<file path="src/rtl/vram_arbiter.sv">
// Framebuffer write-port arbiter: CPU stores and a block-fill engine share one
// registered write port, with round-robin priority when both want the same cycle.
module vram_arbiter #(
    parameter int AW = 16,
    parameter int DW = 16
) (
    input  logic          clki,
    input  logic          rst_n,
    input  logic          cpu_req,
    input  logic [AW-1:0] cpu_addr,
    input  logic [DW-1:0] cpu_data,
    output logic          cpu_ack,
    input  logic          clr_start,
    input  logic [AW-1:0] clr_base,
    input  logic [AW-1:0] clr_len,
    input  logic [DW-1:0] clr_value,
    output logic          clr_busy,
    output logic          clr_done,
    input  logic          vram_rdy,
    output logic          vga_we,
    output logic [AW-1:0] vga_addr,
    output logic [DW-1:0] vga_data
);

    typedef enum logic [1:0] {IDLE = 2'd0, FILL = 2'd1, DONE = 2'd2} state_t;

    state_t        state_q, state_d;
    logic [AW-1:0] i_q, i_d;
    logic          prio_q, prio_d;
    logic          we_q, we_d;
    logic          ack_q, ack_d;
    logic [AW-1:0] addr_q, addr_d;
    logic [DW-1:0] data_q, data_d;
    logic [AW-1:0] base_q, len_q;
    logic [DW-1:0] value_q;
    logic          load, cpu_v, fill_v, gnt_cpu, gnt_fill;

    always_ff @(posedge clki or negedge rst_n) begin
        if (!rst_n) begin
            state_q <= IDLE;
            i_q     <= '0;
            prio_q  <= 1'b0;
            we_q    <= 1'b0;
            ack_q   <= 1'b0;
            addr_q  <= '0;
            data_q  <= '0;
        end else begin
            state_q <= state_d;
            i_q     <= i_d;
            prio_q  <= prio_d;
            we_q    <= we_d;
            ack_q   <= ack_d;
            addr_q  <= addr_d;
            data_q  <= data_d;
        end
    end

    // Fill parameters are only consumed after an accepted start, so they need no reset.
    always_ff @(posedge clki) begin
        if (load) begin
            base_q  <= clr_base;
            len_q   <= clr_len;
            value_q <= clr_value;
        end
    end

    always_comb begin
        state_d = state_q;
        i_d     = i_q;
        prio_d  = prio_q;
        we_d    = 1'b0;
        ack_d   = 1'b0;
        addr_d  = addr_q;
        data_d  = data_q;
        load    = 1'b0;

        // The ack cycle masks the still-high request of the write just issued.
        cpu_v    = cpu_req && !ack_q;
        fill_v   = (state_q == FILL);
        gnt_cpu  = vram_rdy && cpu_v && (!fill_v || !prio_q);
        gnt_fill = vram_rdy && fill_v && (!cpu_v || prio_q);

        if (vram_rdy && cpu_v && fill_v) begin
            prio_d = ~prio_q;
        end

        if (gnt_cpu) begin
            we_d   = 1'b1;
            ack_d  = 1'b1;
            addr_d = cpu_addr;
            data_d = cpu_data;
        end else if (gnt_fill) begin
            we_d   = 1'b1;
            addr_d = base_q + i_q;
            data_d = value_q;
            i_d    = i_q + AW'(1);
        end

        case (state_q)
            IDLE: begin
                if (clr_start) begin
                    load    = 1'b1;
                    i_d     = '0;
                    state_d = (clr_len == '0) ? DONE : FILL;
                end
            end
            FILL: begin
                if (gnt_fill && (i_q == len_q - AW'(1))) begin
                    state_d = DONE;
                end
            end
            DONE:    state_d = IDLE;
            default: state_d = IDLE;
        endcase
    end

    always_comb begin
        clr_busy = (state_q == FILL);
        clr_done = (state_q == DONE);
        cpu_ack  = ack_q;
        vga_we   = we_q;
        vga_addr = addr_q;
        vga_data = data_q;
    end

endmodule

</file>
<file path="config.mk">
export PLATFORM = sky130hd
export DESIGN_NAME = vram_arbiter
export DESIGN_NICKNAME = d
export VERILOG_FILES = /design/src/rtl/vram_arbiter.sv
export SDC_FILE = /design/constraint.sdc
export NUM_CORES = 1
export LEC_CHECK = 0
export ABC_CLOCK_PERIOD_IN_PS = 2800
export CAP_MARGIN = 10
export CORE_MARGIN = 2
export CORE_UTILIZATION = 29
export DETAILED_ROUTE_END_ITERATION = 10
export PLACE_DENSITY = 0.62
export SLEW_MARGIN = 20
export SYNTH_ARGS = -nofsm -noshare
export SYNTH_HDL_FRONTEND = slang
export SYNTH_SLANG_ARGS = --single-unit
</file>
<file path="constraint.sdc">
create_clock -name clki -period 2.8 [get_ports clki]
set_clock_uncertainty 0.05 [all_clocks]
set_input_delay 0.42 -clock clki [delete_from_list [all_inputs] [get_ports clki]]
set_output_delay 0.42 -clock clki [all_outputs]
set_load 0.01 [all_outputs]
</file>
==> summary.md <==
| Metric | Value |
|---|---|
| Status | `complete, no violations` |
| Cell taking the most area after synthesis | `edfxtp_1` |
| Crit Path Max Fanout | `6` |
| GP Congestion | `0.865` |
| M2 GR Usage | `0.223` |
| Antenna diode count | `0` |
| Grt ovf | `0` |
| Worst vdd ir | `0.297 mV` |
| Max Slew Vio Count | `0` |
| Worst-Skew Late Latency | `between 300 and 400 ps` |
| Slowest cell on the critical path | `or4_4` |
| Post-synth EDFFs | `48` |
| Clk pin slew, worst setup/hold paths | `70 ps` |
| CP endpoint kind | `flip-flop` |
| Synth unique cells | `55` |
| Crit path time final | `2660 ps` |
| Final Power | `4.41 mW` |
| Area share of the leading cell type in the synthesized netlist | `0.293` |
| Synthesized instance count | `441` |
| Vias in the first global route | `3966` |
| Tcrit/Tclk final | `0.950` |
| DR iter-0 viols | `188` |
| DR pass1 iterations | `4` |
| Die Wd | `134 microns` |
| Setup TNS | `0 ps` |
| Max incr delay on CP | `530 ps` |
| Die Y | `134 microns` |
| Critical setup path kind | `flip-flop to flip-flop` |
| H-Tree Depth | `3` |
| Max cap viols | `0` |
| CP startpoint kind | `flip-flop` |
| Fin util | `0.411` |
| Wire length per cell | `15.5 microns` |
| Placeable core region | `~0.017 sq mm` |
| Setup-failing EPs final | `0` |
| Mean post-synth cell area | `between 10 and 15 sq um` |
| RSZ-0062 raised after global routing | `false` |
| CTS sink cnt | `101` |
| Met1 usage | `0.183` |
| Min-delay worst type | `input pin to async pin` |
| Final Hold Viols | `0` |
| # nets final | `approximately 680` |
| CP required | `2980 ps` |
| Row cnt | `47` |
| Met3 Use GR | `0.0287` |
| Syn nets | `544` |
| Detailed-route wire length | `12400 microns` |
| Placed insts | `782` |
| Asr flop ratio synth | `0.525` |
| Die area | `0.0180 sq mm` |
| Initial Util | `0.297` |
| I/O Buffers | `120` |
| Pin count of the biggest net entering global routing | `67` |
| CTS tree | `built` |
| WP data arrival | `2850 ps` |
| Final worst slack | `139 ps` |
| Top cells by area, synth | `edfxtp_1, dfrtp_1, nor2_1, xor2_1, ha_1` |
| Post-Syn Area | `approximately 0.0049 sq mm` |
| Pleak | `2.60 nW` |
| Critical path, cell by cell | `inv_1 > ha_1 > or4b_4 > o21ai_0 > o311a_2 > a211oi_1 > or4_4 > a2111oi_4 > o21ai_1` |
| Initial antenna violation count | `0` |
| Post-Place Setup Slack | `26.8 ps` |
| Final Non-Filler Cells | `between 700 and 800` |
| Post-route ant nets | `0` |
| Via count | `3886` |
| GRT Max-Usage Layer | `met2` |
| CTS Buf Count | `9` |
| Max Fclk | `376 MHz` |
| Sequential share of the synthesized area | `0.562` |
| Io pins | `121` |
| CTS Hold Bufs | `0` |
| First-pass GRT wire length | `~20000 microns` |
| DRC Markers | `0` |
| Pwr Density | `648 mW/mm^2` |
| Hpwl dp | `9380 microns` |
| Worst-margin pin slew | `628 ps` |
| Main synth FF type | `dfrtp_1` |
| Tot GR Track Use | `0.141` |
| Max Root-Sink Buffers | `2` |
| Share of cells above drive strength 1 | `0.0794` |
| Root buffer cell | `clkbuf_16` |
| Synthesis-stage register bit count | `101` |
| YS warnings | `0` |
| Via/cell ratio | `a little under 5` |
| Headroom to the max-slew limit | `0.581` |
| P&R area growth vs syn | `38.2%` |
[final timing paths]
kind,start,end,slack [ps],cells after the start
worst max-delay path,len_q[0]$_DFFE_PP_,state_q[0]$_DFFE_PN0P_,140,9
worst min-delay path,rst_n,vga_we$_DFF_PN0_,30,1
worst max register to register,len_q[0]$_DFFE_PP_,state_q[0]$_DFFE_PN0P_,140,9
worst min register to register,value_q[12]$_DFFE_PP_,vga_data[12]$_DFFE_PN0P_,440,2
max in group asynchronous,rst_n,vga_addr[12]$_DFFE_PN0P_,2020,2
min in group clki,value_q[12]$_DFFE_PP_,vga_data[12]$_DFFE_PN0P_,440,2
[repair_timing]
item | 4_1_cts | 5_1_grt
setup buffers | 0 | 1
gates resized for setup | 0 | 9
setup endpoints to repair | 0 | 3
[metrics by stage]
step / instance area (sq um) / hold slack, ps
final: 6810 / 28.2
after global routing: 6810 / 67.6
after CTS: 6760 / 41.2
after detailed placement: 6470 / 427
after global placement: 6470 / 412
after floorplan: 4930 / 74.4
[routing by layer]
metal  vias to the layer above  part of all wire
met2                       113              0.47
met3                        23             0.048
li1                       1888                 -
met5                         -                 0
met4                         0             0.025
met1                      1862              0.46
[final cells by class]
type	count	area, sq um
clock inverters	7	71.3
inverters	12	45.0
well taps	220	275
repair buffers	136	1330
fillers	1574	9770
multi-input cells	314	2090
flip-flops and latches	101	2770
clock buffers	9	225
[cells by family after synthesis]
group                    count (synthesis)  synth area share
AO/OA/AOI/OAI                           97             0.134
XOR/XNOR                                49            0.0871
adder cells (fa/ha/maj)                 18            0.0472
buffers and inverters                   26            0.0216
flip-flops                             101             0.562
multiplexers                             2           0.00406
AND/OR/NAND/NOR                        148             0.144
[synthesized netlist by cell type, types with 2 or more instances]
| library cell | instances |
|---|---|
| nor2_1 | 60 |
| dfrtp_1 | 53 |
| edfxtp_1 | 48 |
| xor2_1 | 25 |
| xnor2_1 | 24 |
| nand2_1 | 22 |
| o21ai_0 | 19 |
| o22ai_1 | 19 |
| ha_1 | 17 |
| a22oi_1 | 14 |
| nand3_1 | 14 |
| clkbuf_1 | 11 |
| inv_1 | 10 |
| a21oi_1 | 9 |
| nor3_1 | 9 |
| nor4_1 | 8 |
| nand4_1 | 7 |
| a21o_1 | 6 |
| nor2b_1 | 6 |
| nand2b_1 | 5 |
| a31oi_1 | 4 |
| and3_1 | 3 |
| o21bai_1 | 3 |
| or3_1 | 3 |
| a211oi_1 | 2 |
| a221oi_1 | 2 |
| clkinv_1 | 2 |
| mux2i_1 | 2 |
| nand3b_1 | 2 |
| o211ai_1 | 2 |
| o21a_1 | 2 |
| o21ai_1 | 2 |
| o221ai_1 | 2 |
| o31ai_1 | 2 |
| or4_1 | 2 |
[where the power goes]
group / switching [mW] / leakage [nW] / internal, mW / total (mW)
sequential: 0.178 / 1.08 / 1.74 / 1.92
clock: 0.570 / 0.150 / 0.698 / 1.27
combinational: 0.574 / 1.37 / 0.651 / 1.22
[registers in the layout (all words and copies together) (netlist names), 2 cells and up]
signal / flops
base_q: 16
i_q: 16
len_q: 16
state_q: 2
value_q: 16
vga_addr: 16
vga_data: 16
[layout by cell type, fill, tap and decap left out, drive strengths merged, types with 9 or more instances in the layout]
cell type and n:
clkdlybuf4s50 119, nor2 60, dfrtp 53, edfxtp 48, xor2 25, xnor2 24
nand2 22, o21ai 21, o22ai 19, ha 17, buf 17, nand3 14
a22oi 14, inv 13, nor3 9, a21oi 9, clkbuf 9, nor4 9
[critical path, delay by kind of cell, from the launching register on]
family | cells | cell delay [ps]
and+or+nand+nor | 2 | 1040
AOI/OAI and AO/OA | 5 | 820
DFF | 1 | 410
adders and majority gates | 1 | 150
buffers and inverters | 1 | 80
Note: power is estimated with default switching activity, not from simulation.
